[config.mk]
export PLATFORM = sky130hd
export DESIGN_NAME = rng_harvester
export DESIGN_NICKNAME = d
export VERILOG_FILES = /design/src/rtl/rng_harvester.sv
export SDC_FILE = /design/constraint.sdc
export NUM_CORES = 1
export LEC_CHECK = 0
export CAP_MARGIN = 20
export CORE_ASPECT_RATIO = 2
export CORE_UTILIZATION = 44
export DETAILED_ROUTE_END_ITERATION = 8
export PLACE_DENSITY = 0.71
export SLEW_MARGIN = 20
export SYNTH_ARGS = -nofsm -noshare
export SYNTH_HDL_FRONTEND = slang
export SYNTH_SLANG_ARGS = --single-unit
[constraint.sdc]
create_clock -name clk -period 3.2 [get_ports clk]
set_input_delay 0.64 -clock clk [delete_from_list [all_inputs] [get_ports clk]]
set_output_delay 0.64 -clock clk [all_outputs]
set_load 0.05 [all_outputs]
[src/rtl/rng_harvester.sv]
// rng_harvester: samples the LHCA generator state, discards a warm-up window,
// XOR-folds DECIM samples per output word and queues the words in a small FIFO
// behind a valid/ready interface.
// Optional macro RNG_RCT_EN adds a repetition-count health test that halts
// output on a stuck source until clr_fail_i is pulsed.
module rng_harvester #(
  parameter int unsigned WIDTH         = 32,
  parameter int unsigned DECIM         = 4,
  parameter int unsigned FIFO_DEPTH    = 4,
  parameter int unsigned WARMUP_CYCLES = 64,
  parameter int unsigned RCT_LIMIT     = 8
) (
  input  logic                                 clk,
  input  logic                                 rst,
  input  logic                                 en_i,
  input  logic [WIDTH-1:0]                     rnd_i,
  output logic                                 out_valid_o,
  input  logic                                 out_ready_i,
  output logic [WIDTH-1:0]                     out_data_o,
  output logic [$clog2(FIFO_DEPTH+1)-1:0]      fifo_level_o,
  output logic                                 health_fail_o,
  input  logic                                 clr_fail_i
);

  localparam int unsigned LW = $clog2(FIFO_DEPTH + 1);
  localparam int unsigned PW = (FIFO_DEPTH > 1) ? $clog2(FIFO_DEPTH) : 1;
  localparam int unsigned SW = (DECIM > 1) ? $clog2(DECIM) : 1;
  localparam int unsigned WW = (WARMUP_CYCLES > 1) ? $clog2(WARMUP_CYCLES) : 1;

  localparam logic [1:0] S_IDLE    = 2'd0;
  localparam logic [1:0] S_WARMUP  = 2'd1;
  localparam logic [1:0] S_COLLECT = 2'd2;
  localparam logic [1:0] S_HALT    = 2'd3;

  logic [1:0]       state_q, state_d;
  logic [WIDTH-1:0] acc_q, acc_d;
  logic [SW-1:0]    samp_cnt_q, samp_cnt_d;
  logic [WW-1:0]    warm_cnt_q, warm_cnt_d;
  logic             warm_done_q, warm_done_d;
  logic             pend_valid_q, pend_valid_d;
  logic [WIDTH-1:0] pend_data_q, pend_data_d;
  logic [PW-1:0]    rd_ptr_q, rd_ptr_d;
  logic [PW-1:0]    wr_ptr_q, wr_ptr_d;
  logic [LW-1:0]    level_q, level_d;
  logic             out_valid_q, out_valid_d;
  logic [WIDTH-1:0] head_q, head_d;
  logic             health_fail_q, health_fail_d;
  logic [WIDTH-1:0] mem_q [FIFO_DEPTH];

  logic             pop_c;
  logic             push_c;
  logic             space_c;
  logic [WIDTH-1:0] push_data_c;
  logic [WIDTH-1:0] fold_c;
  logic             rct_fail_c;

`ifdef RNG_RCT_EN
  localparam int unsigned RW = $clog2(RCT_LIMIT + 1);

  logic             sample_c;
  logic [RW-1:0]    rct_cnt_q, rct_cnt_d, rct_next_c;
  logic [WIDTH-1:0] prev_q, prev_d;

  assign sample_c   = en_i && ((state_q == S_WARMUP) ||
                               ((state_q == S_COLLECT) && !pend_valid_q));
  assign rct_fail_c = sample_c && (rct_next_c == RW'(RCT_LIMIT));

  // Repetition count of the sample being taken this cycle
  always_comb begin
    rct_next_c = RW'(1);
    if ((rct_cnt_q != '0) && (rnd_i == prev_q)) rct_next_c = rct_cnt_q + RW'(1);
  end

  // Repetition counter update; cleared whenever sampling stops
  always_comb begin
    rct_cnt_d = rct_cnt_q;
    prev_d    = prev_q;
    if ((state_d == S_IDLE) || (state_d == S_HALT)) begin
      rct_cnt_d = '0;
    end else if (sample_c) begin
      rct_cnt_d = rct_next_c;
      prev_d    = rnd_i;
    end
  end

  // Repetition-count state registers
  always_ff @(posedge clk or negedge rst) begin
    if (!rst) begin
      rct_cnt_q <= '0;
      prev_q    <= '0;
    end else begin
      rct_cnt_q <= rct_cnt_d;
      prev_q    <= prev_d;
    end
  end
`else
  assign rct_fail_c = 1'b0;
`endif

  assign pop_c   = out_valid_q && out_ready_i;
  assign space_c = (level_q != LW'(FIFO_DEPTH)) || pop_c;
  assign fold_c  = (samp_cnt_q == '0) ? rnd_i
                                      : ({acc_q[WIDTH-2:0], acc_q[WIDTH-1]} ^ rnd_i);

  // Next-state: FSM, folding, pending word and FIFO bookkeeping
  always_comb begin
    state_d       = state_q;
    acc_d         = acc_q;
    samp_cnt_d    = samp_cnt_q;
    warm_cnt_d    = warm_cnt_q;
    warm_done_d   = warm_done_q;
    pend_valid_d  = pend_valid_q;
    pend_data_d   = pend_data_q;
    health_fail_d = health_fail_q;
    push_c        = 1'b0;
    push_data_c   = '0;

    // A held word drains first whenever the FIFO can take it
    if (pend_valid_q && space_c && (state_q != S_HALT)) begin
      push_c       = 1'b1;
      push_data_c  = pend_data_q;
      pend_valid_d = 1'b0;
    end

    case (state_q)
      S_IDLE: begin
        if (en_i) begin
          state_d = (warm_done_q || (WARMUP_CYCLES == 0)) ? S_COLLECT : S_WARMUP;
        end
      end
      S_WARMUP: begin
        if (!en_i) begin
          state_d    = S_IDLE;
          warm_cnt_d = '0;
        end else if (warm_cnt_q == WW'(WARMUP_CYCLES - 1)) begin
          warm_cnt_d  = '0;
          warm_done_d = 1'b1;
          state_d     = S_COLLECT;
        end else begin
          warm_cnt_d = warm_cnt_q + WW'(1);
        end
      end
      S_COLLECT: begin
        if (!en_i) begin
          state_d    = S_IDLE;
          acc_d      = '0;
          samp_cnt_d = '0;
        end else if (!pend_valid_q) begin
          if (samp_cnt_q == SW'(DECIM - 1)) begin
            samp_cnt_d = '0;
            acc_d      = '0;
            if (space_c) begin
              push_c      = 1'b1;
              push_data_c = fold_c;
            end else begin
              pend_valid_d = 1'b1;
              pend_data_d  = fold_c;
            end
          end else begin
            acc_d      = fold_c;
            samp_cnt_d = samp_cnt_q + SW'(1);
          end
        end
      end
      S_HALT: begin
        if (clr_fail_i) begin
          health_fail_d = 1'b0;
          warm_done_d   = 1'b0;
          state_d       = S_IDLE;
        end
      end
      default: state_d = S_IDLE;
    endcase

    rd_ptr_d = pop_c  ? rd_ptr_q + PW'(1) : rd_ptr_q;
    wr_ptr_d = push_c ? wr_ptr_q + PW'(1) : wr_ptr_q;
    level_d  = level_q + LW'(push_c) - LW'(pop_c);

    // Health fail discards everything buffered and parks in HALT
    if (rct_fail_c) begin
      state_d       = S_HALT;
      health_fail_d = 1'b1;
      push_c        = 1'b0;
      pend_valid_d  = 1'b0;
      acc_d         = '0;
      samp_cnt_d    = '0;
      warm_cnt_d    = '0;
      rd_ptr_d      = '0;
      wr_ptr_d      = '0;
      level_d       = '0;
    end

    // Registered head: bypass the word being written when it becomes the head
    if (level_d == '0)                       head_d = '0;
    else if (push_c && (wr_ptr_q == rd_ptr_d)) head_d = push_data_c;
    else                                     head_d = mem_q[rd_ptr_d];

    out_valid_d = (level_d != '0);
  end

  // Control and output registers
  always_ff @(posedge clk or negedge rst) begin
    if (!rst) begin
      state_q       <= S_IDLE;
      acc_q         <= '0;
      samp_cnt_q    <= '0;
      warm_cnt_q    <= '0;
      warm_done_q   <= 1'b0;
      pend_valid_q  <= 1'b0;
      pend_data_q   <= '0;
      rd_ptr_q      <= '0;
      wr_ptr_q      <= '0;
      level_q       <= '0;
      out_valid_q   <= 1'b0;
      head_q        <= '0;
      health_fail_q <= 1'b0;
    end else begin
      state_q       <= state_d;
      acc_q         <= acc_d;
      samp_cnt_q    <= samp_cnt_d;
      warm_cnt_q    <= warm_cnt_d;
      warm_done_q   <= warm_done_d;
      pend_valid_q  <= pend_valid_d;
      pend_data_q   <= pend_data_d;
      rd_ptr_q      <= rd_ptr_d;
      wr_ptr_q      <= wr_ptr_d;
      level_q       <= level_d;
      out_valid_q   <= out_valid_d;
      head_q        <= head_d;
      health_fail_q <= health_fail_d;
    end
  end

  // FIFO storage; contents only matter where the pointers say they are valid
  always_ff @(posedge clk) begin
    if (push_c) mem_q[wr_ptr_q] <= push_data_c;
  end

  assign out_valid_o   = out_valid_q;
  assign out_data_o    = head_q;
  assign fifo_level_o  = level_q;
  assign health_fail_o = health_fail_q;

endmodule

* Word-level counts from Yosys, hierarchy flattened
Memories as Yosys holds them, arrays and structs flattened.
Cells that the tools add are included.
** Cells by class
- Add/subtract/negate cells :: 6
- Equal/unequal tests :: 15
- Mux-type cells :: 43
- Bitwise gates (word level) :: 3
- Reduce and logical (&&, ||, !) cells :: 14
** Operators by type and width (number)
- 32-bit two-way mux :: 12
- 32-bit bitwise XOR :: 1
- 2-bit two-way mux :: 10
- 1-bit two-way mux :: 17
- 2-bit inequality test (second input constant) :: 7
- 6-bit two-way mux :: 2
- 2-bit one-hot mux with 4 select lines :: 1
- 4-bit AND reduction :: 2
- 2-bit by 1-bit adder with 2-bit output (second input constant) :: 3
- 6-bit by 1-bit adder with 6-bit output (second input constant) :: 1
- 2-bit == test (second input constant) :: 3
- 6-bit == test (second input constant) :: 1
- 3-bit inequality test (second input constant) :: 2
- 5-bit AND reduction :: 1
- 1-bit logical AND :: 4
- 2-bit logical NOT :: 2
- 3-bit by 1-bit adder with 3-bit output :: 1
- 3-bit logical NOT :: 1
- 3-bit nonzero test :: 1
- 3-bit by 1-bit subtractor with 3-bit output :: 1
- 2-bit by 1-bit == test with 1-bit output (second input constant) :: 1
- 2-bit == test :: 1
- 1-bit inverter :: 2
- 1-bit one-hot mux with 2 select lines :: 1
- 3 further kinds :: 3
** Storage, ports and cells
- Register bits :: 116
- Memory bits (writable) :: 128
- Bits of input ports :: 37
- Output and inout port bits :: 37
- Word-level logic and storage cells :: 94
- Memories kept :: 1
** Memories
- mem_q :: words 4, bits a word 32, rd ports 1, clocked after Yosys merged registers in 0, write ports 1, RTL line 48 : logic [WIDTH-1:0] mem_q [FIFO_DEPTH];

* Logic depth before layout (Yosys ltp)
Gate-level depths: netlist of run 1.
- Word-level depth :: 14
- Mapped depth :: 16
- Depth with buffers taken out :: 12

* Worst setup path before layout of run 1
No wires, ideal clock.
- Path kind :: reg-to-reg
- Start :: register out_valid_q (netlist: out_valid_o)
- End :: register head_q[26] (netlist: out_data_o[26])
- Setup time :: 0.132 ns
- Arrival :: 3.445 ns
- Data required time :: 3.068 ns
- Slack :: -0.377 ns
- Cell stages (with the launch flop) :: 16
- Buffers on the path :: 3
- Period minus slack after synthesis :: 3.577 ns
- Cell sequence :: dfrtp_1 -> and2_4 -> nor4b_4 -> a21oi_1 -> nand2_1 -> nand2_1 -> ha_1 -> fa_1 -> xnor3_1 -> or3_1 -> buf_2 -> nor2b_4 -> buf_6 -> buf_6 -> nand3_1 -> o21ai_1
** Between the ends
- Cells in the longest elaborated chain, start to end :: 14
- Elaborated cells between the ends (all ways) :: 25
- Classes of those cells :: add/sub: 2; eq/ne: 1; mux: 15; reduce/logical: 6; memory: 1
** RTL lines
- start: declaration :: RTL line 45 : logic out_valid_q, out_valid_d;
- start signal: assignment :: RTL line 228 : out_valid_q <= out_valid_d;
- 1-bit logical AND (*) :: RTL line 100 : assign pop_c = out_valid_q && out_ready_i;
- 1-bit logical OR :: RTL line 101 : assign space_c = (level_q != LW'(FIFO_DEPTH)) || pop_c;
- 1-bit logical AND (2 in a row) :: RTL line 119 : if (pend_valid_q && space_c && (state_q != S_HALT)) begin
- 1-bit two-way mux :: RTL line 119
- 1-bit two-way mux :: RTL line 152 : if (space_c) begin
- 1-bit two-way mux :: RTL line 149 : if (samp_cnt_q == SW'(DECIM - 1)) begin
- 1-bit two-way mux :: RTL line 148 : end else if (!pend_valid_q) begin
- 1-bit two-way mux :: RTL line 144 : if (!en_i) begin
- 1-bit two-way mux :: RTL line 125 : case (state_q)
- 3-bit by 1-bit adder with 3-bit output :: RTL line 177 : level_d = level_q + LW'(push_c) - LW'(pop_c);
- 3-bit by 1-bit subtractor with 3-bit output (*) :: RTL line 177
- via level_d[2] :: RTL line 44 : logic [LW-1:0] level_q, level_d;
- 3-bit logical NOT (*) :: RTL line 194 : if (level_d == '0) head_d = '0;
- 32-bit two-way mux (*) :: RTL line 194
- via head_d[26] :: RTL line 46 : logic [WIDTH-1:0] head_q, head_d;
- end signal: assignment :: RTL line 215 : head_q <= '0;
- end signal: assignment :: RTL line 229 : head_q <= head_d;
- end: declaration :: RTL line 46
Mark *: on every way through the listed nets, which the timed path passes. The rest lies on a longest branch.
A chain may end at the register's enable or synchronous reset.

* Final worst setup path of run 1
- Start :: input out_ready_i
- End :: register head_q[26] (netlist: out_data_o[26])
** Between the ends
- Cells in the longest elaborated chain, start to end :: 14
- Elaborated cells between the ends (all ways) :: 25
- Classes of those cells :: add/sub: 2; eq/ne: 1; mux: 15; reduce/logical: 6; memory: 1
** RTL lines
- start: declaration :: RTL line 18 : input logic out_ready_i,
- 1-bit logical AND (*) :: RTL line 100
- 1-bit logical OR :: RTL line 101
- 1-bit logical AND (2 in a row) :: RTL line 119
- 1-bit two-way mux :: RTL line 119
- 1-bit two-way mux :: RTL line 152
- 1-bit two-way mux :: RTL line 149
- 1-bit two-way mux :: RTL line 148
- 1-bit two-way mux :: RTL line 144
- 1-bit two-way mux :: RTL line 125
- 3-bit by 1-bit adder with 3-bit output :: RTL line 177
- 3-bit by 1-bit subtractor with 3-bit output (*) :: RTL line 177
- via level_d[2] :: RTL line 44
- 3-bit logical NOT (*) :: RTL line 194
- 32-bit two-way mux (*) :: RTL line 194
- via head_d[26] :: RTL line 46
Marked as above.

==> results by group, run 1 <==
Pwr
  – Total power: 10.15 mW
  – Sw power: 3.640 mW
  – Clock network power share: 0.284
  – Switch share: 0.3585
  – Sequential share of power: 0.378
  – Logic gate share of total power: 0.338
  – Leak: 4.482 nW
  – Cell area power density: 755.7 nW/µm²
  – Pint: 6.514 mW
  – Max VDD drop: 416.9 µV

Placed design
  – DP Cell Count: 1401
  – Port-buffer cells: 72
  – Worst Setup Slack post-DPL: -0.6649 ns
  – Post-DP HPWL: 16660 µm
  – GP Congestion: 0.7660
  – Cell area after placement: 12540 µm²

Logic synthesis
  – Syn avg cell area: 10.98 µm²
  – Seq/Total Area, Yosys: 0.5925
  – Top cells by area, synth: edfxtp_1 34%, dfrtp_1 25%, o21ai_0 7.1%
  – EDFF count, synth: 128
  – Synthesis Warnings: 0
  – Mapped Area: 11390 µm²
  – Synth unique cells: 46
  – Post-synth ARST share: 0.4754
  – Post-Syn Nets: 1083
  – Synth Instances: 1037
  – Area leader, netlist: edfxtp_1
  – Top_reg_cell synth: edfxtp_1
  – Yosys reg bits: 244
  – Top cell type's share of synthesized area: 0.3375

Route
  – Vias: 8288
  – TritonRoute pass-1 iters: 4
  – DR WL/cell: 19.17 µm
  – # DRC: 0
  – Final wirelength: 27720 µm
  – DR iter-0 viols: 466
  – ANT nets after route: 0
  – Vias per std cell: 5.732

Worst setup path
  – Worst Path Arrival: 3.49 ns
  – Crit path max-delay cell type: or3_1
  – Cell mode on critical path: nand2_1
  – Crit-path cells: clkdlybuf4s50_1 > and2_4 > nor4b_4 > a21oi_2 > nand2_1 > nand2_1 > ha_2 > fa_2 > xnor3_1 > or3_1 > nor2b_4 > buf_12 > nand3_1 > o21ai_1
  – Delay-heaviest family, CP: simple AND/OR/NAND/NOR gates
  – Setup crit end kind: flip-flop
  – Critical path's largest stage delay: 0.48 ns
  – Largest fanout on the critical path: 6
  – CP required: 3.59 ns
  – Startpoint types: primary input
  – Critical path class: in2reg
  – WP buf/inv: 2

GRT
  – GRT Total Usage: 0.2148
  – First-pass GRT wire length: 43890 µm
  – Antenna violations before repair: 0
  – Largest net degree at the start of global routing: 74
  – Vias in the first global route: 8371
  – Global route overflow: 0

Floorplan
  – Die ar.: 26570 µm²
  – Rows: 83
  – Die width: 115.8 µm
  – Die Y: 229.5 µm
  – I/O pins: 74
  – Effective utilization at floorplan: 0.4457
  – Core Footprint: 25550 µm²

Clock tree
  – Num CTS Buffers: 22
  – Worst-Skew Late Latency: 0.52 ns
  – Clock Tree Buf Depth: 3
  – CTS Hold Bufs: 0
  – # clock sinks: 244
  – Root Buffer: clkbuf_16
  – TritonCTS clock tree: built
  – Clk pin slew, worst setup/hold paths: 0.07 ns
  – Htree depth: 1

STA
  – Setup violators final: 0
  – Slew headroom: 0.3729
  – Final slew viol count: 0
  – Setup TNS: 0 ns
  – Fmax: 0.3221 GHz
  – Fin Hold WS: 0.1390 ns
  – Final Hold Viols: 0
  – Skew final: 0.01040 ns
  – Final period util: 0.9702
  – Slew @ Worst Pin: 0.9406 ns
  – Post-layout minimum cycle time: 3.105 ns
  – Post-route setup slack: 0.09549 ns

Cells and area
  – Fin area: 13440 µm²
  – Synth-to-layout area growth: 18.00%
  – Util after Layout: 0.5260
  – Post-Layout Cell Count: 1446
  – Layout cells sized above 1: 0.1184
  – # diodes: 0
  – Nets: 1136

Run status
  – Outcome: finished, final reports clean

Flow run
  – MaxCap Viol Count: 0

Worst hold path
  – Min-delay worst type: in2async
-- layout make-up --
class | count | area, µm²
timing repair buffer | 114 | 1146
tap | 340 | 425.4
multi-input combinational | 703 | 4293
fill | 2297 | 12110
sequential | 244 | 6750
inverter | 5 | 18.77
clock buffer | 29 | 659.4
clock inverter | 11 | 143.9
-- power by group through the flow --
stage / sequential (mW) / combinational, mW / clock [mW]
after global placement: 3.90 / 3.10 / 0
after detailed placement: 3.90 / 3.17 / 0
final: 3.83 / 3.44 / 2.88
after CTS: 3.84 / 3.24 / 2.93
after global routing: 3.86 / 3.65 / 3.02
after floorplan: 4.44 / 1.64 / 0
-- final timing paths --
check	startpoint	endpoint	slack (ns)	depth (start not counted)
max in group asynchronous	rst	pend_data_q[9]	2.28	2
worst max register to register	pend_valid_q	out_data_o[26]	0.24	12
min in group clk	acc_q[22]	acc_q[22]	0.47	2
worst max-delay path	out_ready_i	out_data_o[26]	0.1	14
worst min-delay path	rst	out_data_o[20]	0.14	1
worst min register to register	acc_q[22]	acc_q[22]	0.47	2
-- cells in the final DEF, fill, tap and decap left out, types with 4 or more instances in the layout --
cell and instances:
clkbuf_8 4, nand3_1 69, xnor2_1 36, nor3_1 32, and3_1 4, nand2_1 117, clkbuf_16 24, inv_1 5
o22ai_1 31, nor3b_1 31, clkdlybuf4s50_1 71, edfxtp_1 128, buf_4 34, o21ai_1 39, buf_12 9, dfrtp_1 113
nor2b_1 68, ha_1 7, mux2_2 33, o221ai_1 31, and2_1 5, o21ai_0 160
-- sequential cells by signal (all words and copies together) (netlist names) --
signal	cells
acc_q	32
wr_ptr_q	2
samp_cnt_q	2
pend_valid_q	1
mem_q	128
pend_data_q	32
warm_done_q	1
rd_ptr_q	2
state_q	2
fifo_level_o	3
out_data_o	32
warm_cnt_q	6
out_valid_o	1
-- kinds of logic after synthesis --
family          share of synthesized area
simple gates                       0.1590
fa+ha+maj                         0.01055
flops                              0.5925
xor+xnor                          0.02967
compound gates                     0.1397
buf+inv                           0.03395
mux                               0.03439
other cells                     0.0003293
-- repair_timing --
item / 4_1_cts / 5_1_grt
gates cloned: 1 / 0
resized for setup: 2 / 3
buffers inserted: 0 / 4
hold endpoints to repair: 0 / 0
endpoints found under the setup margin: 32 / 28
-- cells in the mapped netlist, types with 2 or more instances --
master    count
buf_1         7
mux2i_1       2
clkbuf_1     65
nand4b_1      2
a21o_1        2
xnor2_1      36
o22ai_1      31
a21oi_1       3
nor3_1       32
and3_1        4
o31ai_1       2
nand2_1     118
inv_1         5
and2_1        5
nand3_1      71
ha_1          8
nor2b_1      68
o21ai_1      37
nand2b_1      2
o21ai_0     162
nor3b_1      31
o221ai_1     31
mux2_2       33
nand3b_1      3
edfxtp_1    128
dfrtp_1     116
a22o_1        3
buf_6         4
buf_2         9
-- metal layers --
metal,track usage,share of wire,up-vias
li1,-,-,3862
met1,0.2621,0.40,4112
met2,0.3808,0.53,263
met3,0.02276,0.050,51
met4,0.08734,0.028,0
met5,0,0,-
No activity file was read; power rests on OpenSTA's default activity.
==> inputs of run 2 (changes only) <==
--- a/config.mk
+++ b/config.mk
@@ -8,9 +8,9 @@
 export CAP_MARGIN = 20
 export CORE_ASPECT_RATIO = 2
 export CORE_UTILIZATION = 44
+export CTS_BUF_LIST = sky130_fd_sc_hd__clkbuf_16
 export DETAILED_ROUTE_END_ITERATION = 8
 export PLACE_DENSITY = 0.71
-export SLEW_MARGIN = 20
 export SYNTH_ARGS = -nofsm -noshare
 export SYNTH_HDL_FRONTEND = slang
 export SYNTH_SLANG_ARGS = --single-unit
==> run 2 against run 1 <==
Against the previous run: die area unchanged; non-clock buffer count stayed put; register-to-register slack barely moved; first-iteration DRC count shrank 1.7%; critical path depth did not move; largest cell class unchanged; largest power group unchanged; global-route usage about the same; clock power shrank 3%; sequential share of layout area is 0.15 points higher; sequential power about the same; setup slack got worse by 0.0078 ns; utilization down 0.16 points.
==> results by group, run 2 (synthesis gave the netlist of run 1 again) <==
Cells and area
  – Nets: 1136 (unchanged)
  – Fillcell total: 2303 (+0.26%)
  – Max reg flops: 128 (unchanged)
  – # diodes: 0 (unchanged)
  – Top reg by flops: mem_q
  – Reg area: 6750 µm² (unchanged)
  – Util after Layout: 0.5244 (-0.001567)
  – Most common cell after layout, fill and taps aside: o21ai_0
  – Most frequent cells in the layout: 160 x o21ai_0, 128 x edfxtp_1, 117 x nand2_1
  – Area of the multi-input gates: 4293 µm² (unchanged)
  – Layout cells sized above 1: 0.1148 (-0.003617)
  – Post-Layout Cell Count: 1446 (unchanged)
  – Synth-to-layout area growth: 17.65%

GRT
  – Vias in the first global route: 8376 (+0.060%)
  – Global route overflow: 0 (unchanged)
  – Largest net degree at the start of global routing: 74 (unchanged)
  – Antenna violations before repair: 0 (unchanged)
  – GRT Total Usage: 0.2150 (about the same)
  – First-pass GRT wire length: 43970 µm (+0.19%)

Worst setup path
  – Crit path max-delay cell type: clkdlybuf4s50_1
  – Startpoint types: primary input
  – Crit-path cells: clkdlybuf4s50_1 > and2_4 > nor4b_4 > a21oi_2 > nand2_1 > nand2_1 > ha_2 > fa_2 > xnor3_1 > or3_1 > nor2b_4 > buf_12 > nand3_1 > o21ai_1
  – Worst Path Arrival: 3.50 ns (about the same)
  – Critical path's largest stage delay: 0.48 ns (about the same)
  – Delay-heaviest family, CP: simple AND/OR/NAND/NOR gates
  – Largest fanout on the critical path: 6 (unchanged)
  – Cell mode on critical path: nand2_1
  – WP buf/inv: 2 (unchanged)
  – Setup crit end kind: flip-flop
  – CP required: 3.59 ns (about the same)
  – Critical path class: in2reg

Clock tree
  – Htree depth: 1 (unchanged)
  – TritonCTS clock tree: built
  – Clk pin slew, worst setup/hold paths: 0.07 ns (about the same)
  – Num CTS Buffers: 22 (unchanged)
  – Worst-Skew Late Latency: 0.52 ns (about the same)
  – Root Buffer: clkbuf_16
  – Clock Tree Buf Depth: 3 (unchanged)
  – # clock sinks: 244 (unchanged)

Floorplan
  – Die Y: 229.5 µm (unchanged)
  – Die ar.: 26570 µm² (unchanged)
  – Rows: 83 (unchanged)
  – I/O pins: 74 (unchanged)
  – Die width: 115.8 µm (unchanged)
  – Core Footprint: 25550 µm² (unchanged)
  – Effective utilization at floorplan: 0.4457 (unchanged)

STA
  – Final period util: 0.9726 (+0.002438)
  – Final slew viol count: 0 (unchanged)
  – Fin Hold WS: 0.1481 ns (+0.009079 ns)
  – Setup violators final: 0 (unchanged)
  – Slew @ Worst Pin: 0.9601 ns (+0.01942 ns)
  – Skew final: 0.009396 ns (-0.0009997 ns)
  – Slew headroom: 0.3600 (-0.01294)
  – Fmax: 0.3213 GHz (-0.25%)
  – Post-layout minimum cycle time: 3.112 ns (+0.007803 ns)
  – Final Hold Viols: 0 (unchanged)

Placed design
  – Port-buffer cells: 72 (unchanged)
  – DP Cell Count: 1401 (unchanged)
  – Post-DP HPWL: 16660 µm (unchanged)
  – GP Congestion: 0.7660 (unchanged)

Pwr
  – Total power: 10.06 mW (-0.90%)
  – Leak: 4.464 nW (-0.41%)
  – Max VDD drop: 412.8 µV (-0.98%)
  – Cell area power density: 751.2 nW/µm² (-0.60%)

Flow run
  – MaxCap Viol Count: 0 (unchanged)

Route
  – Final wirelength: 27940 µm (+0.76%)
  – DR WL/cell: 19.32 µm (+0.76%)
  – TritonRoute pass-1 iters: 5 (+1)
  – # DRC: 0 (unchanged)
  – ANT nets after route: 0 (unchanged)
  – Vias per std cell: 5.775 (+0.76%)
  – Vias: 8351 (+0.76%)
  – DR iter-0 viols: 458 (-1.7%)

Worst hold path
  – Min-delay worst type: in2async

Run status
  – Outcome: finished, final reports clean
[run 2: cell types whose count changed in the layout (fill, tap and decap cells not counted), sizes merged]
cell and delta:
clkinv +4, clkbuf -5, inv +1
[run 2: metal layers]
metal,track usage,vias to the layer above,share of wire
li1,-,3864,-
met1,0.2614,4151,0.39
met2,0.3815,282,0.53
met3,0.02355,54,0.052
met4,0.08734,0,0.028
met5,0,-,0
[run 2: report_power, final]
group	switching (mW)	internal, mW	leakage [nW]	total (mW)
sequential	0.300	3.54	2.38	3.84
combinational	2.17	1.27	1.71	3.44
clock	1.18	1.60	0.376	2.79
total	3.65	6.41	4.46	10.1
[run 2: stage by stage]
step / worst slack, ns / instance area, µm² / TNS, ns
floorplan: -0.2056 / 11410 / -6.195
global placement: -0.5847 / 12540 / -18.26
detailed placement: -0.6649 / 12540 / -19.72
CTS: 0.02363 / 13320 / 0
global route: -0.002268 / 13400 / -0.002268
finish: 0.08769 / 13400 / 0
[run 2: layout make-up]
type                    count  share of cell area
flip-flops and latches    244              0.5039
multi-input cells         703              0.3204
repair buffers            114             0.08555
clock buffers              24             0.04483
well taps                 340             0.03175
clock inverters            16             0.01214
inverters                   5            0.001401
[run 2: timing repair]
item                                    in CTS  in global routing
cloned                                       1                  0
hold buffers                                 0                  0
buffers inserted                             0                  4
endpoints found under the setup margin      32                 28
gates resized for setup                      2                  3
[run 2: path summary, 6_finish.rpt]
path	from	to	slack, ns	depth (start not counted)
max in group asynchronous	rst	pend_data_q[5]	2.25	2
worst max register to register	pend_valid_q	out_data_o[26]	0.25	12
min in group clk	acc_q[22]	acc_q[22]	0.47	2
worst min register to register	acc_q[22]	acc_q[22]	0.47	2
worst min-delay path	rst	out_data_o[17]	0.15	1
worst max-delay path	out_ready_i	out_data_o[26]	0.09	14
[run 2: worst reg2reg max path: cells and delay by family (launching register included)]
kind / cells / cell delay [ns]
and+or+nand+nor: 7 / 1.38
adders and majority gates: 2 / 0.61
DFF: 1 / 0.42
AOI/OAI and AO/OA: 2 / 0.26
buffers and inverters: 1 / 0.17
==> inputs of run 3 (changes only) <==
--- a/config.mk
+++ b/config.mk
@@ -10,7 +10,8 @@
 export CORE_UTILIZATION = 44
 export CTS_BUF_LIST = sky130_fd_sc_hd__clkbuf_16
 export DETAILED_ROUTE_END_ITERATION = 8
-export PLACE_DENSITY = 0.71
+export DONT_BUFFER_PORTS = 1
+export PLACE_DENSITY = 0.67
 export SYNTH_ARGS = -nofsm -noshare
 export SYNTH_HDL_FRONTEND = slang
 export SYNTH_SLANG_ARGS = --single-unit
==> run 3 against run 2 <==
Against the previous run: the run now ends with negative hold slack left; design area down 7.5%; via count down 6.8%; non-clock buffer count down 81; clock power down 16%; clock skew up 0.013 ns; die area unchanged; global-route usage down 1.2 points; largest cell class unchanged; highest routed layer unchanged.
==> results by group, run 3 (synthesis gave the netlist of run 1 again) <==
GRT
  – Largest net degree at the start of global routing: 130 (+76%)
  – Global route overflow: 0 (unchanged)
  – Antenna violations before repair: 0 (unchanged)
  – GRT Total Usage: 0.2025 (-0.01249)
  – Vias in the first global route: 7501 (-10%)
  – First-pass GRT wire length: 41030 µm (-6.7%)

Worst setup path
  – Critical path class: reg2reg
  – Crit path max-delay cell type: nor2b_4
  – CP required: 3.63 ns (+0.04 ns)
  – Worst Path Arrival: 3.48 ns (-0.02 ns)
  – Startpoint types: flip-flop
  – Crit-path cells: and2_4 > nor4b_4 > a21oi_2 > nand2_1 > nand2_1 > ha_2 > fa_2 > xnor3_1 > or3_1 > nor2b_4 > nand3_1 > o21ai_1
  – Critical path's largest stage delay: 0.75 ns (+0.27 ns)
  – Largest fanout on the critical path: 32 (+26)
  – Setup crit end kind: flip-flop
  – Cell mode on critical path: nand2_1

Cells and area
  – Max reg flops: 128 (unchanged)
  – Fillcell total: 2363 (+2.6%)
  – # diodes: 0 (unchanged)
  – Nets: 1053 (-7.3%)
  – Top reg by flops: mem_q
  – Synth-to-layout area growth: 8.812%
  – Most frequent cells in the layout: 160 x o21ai_0, 128 x edfxtp_1, 116 x nand2_1
  – Most common cell after layout, fill and taps aside: o21ai_0
  – Layout cells sized above 1: 0.1086 (-0.006218)
  – Area of the multi-input gates: 4282 µm² (-0.26%)
  – Reg area: 6750 µm² (unchanged)
  – Fin area: 12390 µm² (-7.5%)

Worst hold path
  – Min-delay worst type: in2async

Route
  – Met3 wire length: 1626 µm (+11%)
  – Met2 wire length: 13580 µm (-7.5%)
  – ANT nets after route: 0 (unchanged)
  – DR WL/cell: 19.31 µm (about the same)
  – Vias per std cell: 5.715 (-1.0%)
  – TritonRoute pass-1 iters: 6 (+1)
  – Vias: 7784 (-6.8%)
  – Final wirelength: 26300 µm (-5.8%)
  – Met1 wire length: 10510 µm (-4.4%)
  – Top layer reached by signal wires: met4
  – # DRC: 0 (unchanged)
  – DR iter-0 viols: 354 (-23%)

Floorplan
  – Die ar.: 26570 µm² (unchanged)
  – Rows: 83 (unchanged)
  – I/O pins: 74 (unchanged)
  – Die width: 115.8 µm (unchanged)
  – Effective utilization at floorplan: 0.4457 (unchanged)
  – Core Footprint: 25550 µm² (unchanged)
  – Die Y: 229.5 µm (unchanged)

Clock tree
  – Clk pin slew, worst setup/hold paths: 0.07 ns (about the same)
  – Num CTS Buffers: 21 (-4.5%)
  – Worst-Skew Late Latency: 0.52 ns (about the same)
  – Clock Tree Buf Depth: 3 (unchanged)
  – Htree depth: 1 (unchanged)
  – TritonCTS clock tree: built
  – Root Buffer: clkbuf_16
  – # clock sinks: 244 (unchanged)

STA
  – Slew headroom: 0.3890 (+0.02908)
  – Setup violators final: 0 (unchanged)
  – RSZ-0062 raised after global routing: yes
  – Skew final: 0.02216 ns (+0.01276 ns)
  – Post-layout minimum cycle time: 3.048 ns (-0.06440 ns)
  – Final slew viol count: 0 (unchanged)
  – Fin Hold WS: -0.1813 ns (-0.3294 ns)
  – Final Hold Viols: 116 (+116)
  – Final period util: 0.9525 (-0.02012)
  – Slew @ Worst Pin: 0.9145 ns (-0.04555 ns)
  – Fmax: 0.3281 GHz (+2.1%)

Pwr
  – Cell area power density: 719.4 nW/µm² (-4.2%)
  – Total power: 8.913 mW (-11%)
  – Leak: 4.044 nW (-9.4%)
  – Max VDD drop: 529.4 µV (+28%)

Run status
  – Outcome: complete, but fails checks
  – Failing checks: negative hold slack

Placed design
  – GP Congestion: 0.7644 (-0.21%)
  – Cell area after placement: 11740 µm² (-6.4%)
  – Port-buffer cells: 0 (-100%)
  – Post-DP HPWL: 15710 µm (-5.7%)

Flow run
  – MaxCap Viol Count: 0 (unchanged)
==> run 3: layout make-up <==
class / count / area share
sequential: 244 / 0.5448
tap: 340 / 0.03433
clock buffer: 21 / 0.04241
inverter: 5 / 0.001515
clock inverter: 17 / 0.008381
multi-input combinational: 702 / 0.3456
timing repair buffer: 33 / 0.02302
==> run 3: worst max-delay path: cells and delay by family, from the launching register on <==
| kind | cells | cell delay [ns] |
|---|---|---|
| flops | 1 | 0.41 |
| fa+ha+maj | 2 | 0.50 |
| simple gates | 7 | 1.66 |
| xor+xnor | 1 | 0.22 |
| compound gates | 2 | 0.19 |
==> run 3: report_power, final <==
group | internal, mW | switching, mW | leakage [nW] | total, mW
Combinational | 0.748 | 1.39 | 1.34 | 2.14
Sequential | 3.53 | 0.889 | 2.38 | 4.42
Clock | 1.28 | 1.08 | 0.324 | 2.35
==> run 3: final timing paths <==
kind / from / end / slack, ns / cells after the start
min: rst / out_data_o[20] / -0.18 / 0
min reg2reg: acc_q[21] / acc_q[21] / 0.47 / 2
max reg2reg: out_valid_o / out_data_o[31] / 0.15 / 12
max: out_valid_o / out_data_o[31] / 0.15 / 12
min in group clk: en_i / warm_cnt_q[1] / 0.28 / 2
max in group asynchronous: rst / pend_data_q[8] / 3.14 / 0
==> run 3: timing repair <==
item	CTS	global route
gates resized for setup	0	1
endpoints found under the hold margin	116	116
buffers inserted	0	0
setup endpoints to repair	0	26
==> run 3: metrics by stage <==
| step | instances | hold WS (ns) | setup slack, ns | util | setup TNS [ns] |
|---|---|---|---|---|---|
| global route | 1362 | -0.1998 | -0.03717 | 0.4850 | -0.1458 |
| finish | 1362 | -0.1813 | 0.1521 | 0.4850 | 0 |
| detailed placement | 1323 | 0.3491 | -0.05227 | 0.4595 | -0.4558 |
| floorplan | 1037 | 0.3444 | -0.2056 | - | -6.195 |
| global placement | 1323 | 0.3494 | 0.03152 | 0.4595 | 0 |
| CTS | 1361 | -0.2078 | 0.1009 | 0.4841 | 0 |
==> run 3: layer usage <==
layer / global-route usage / up-vias
li1: - / 3697
met3: 0.03281 / 48
met1: 0.2465 / 3811
met4: 0.08293 / 0
met2: 0.3512 / 228
met5: 0 / -
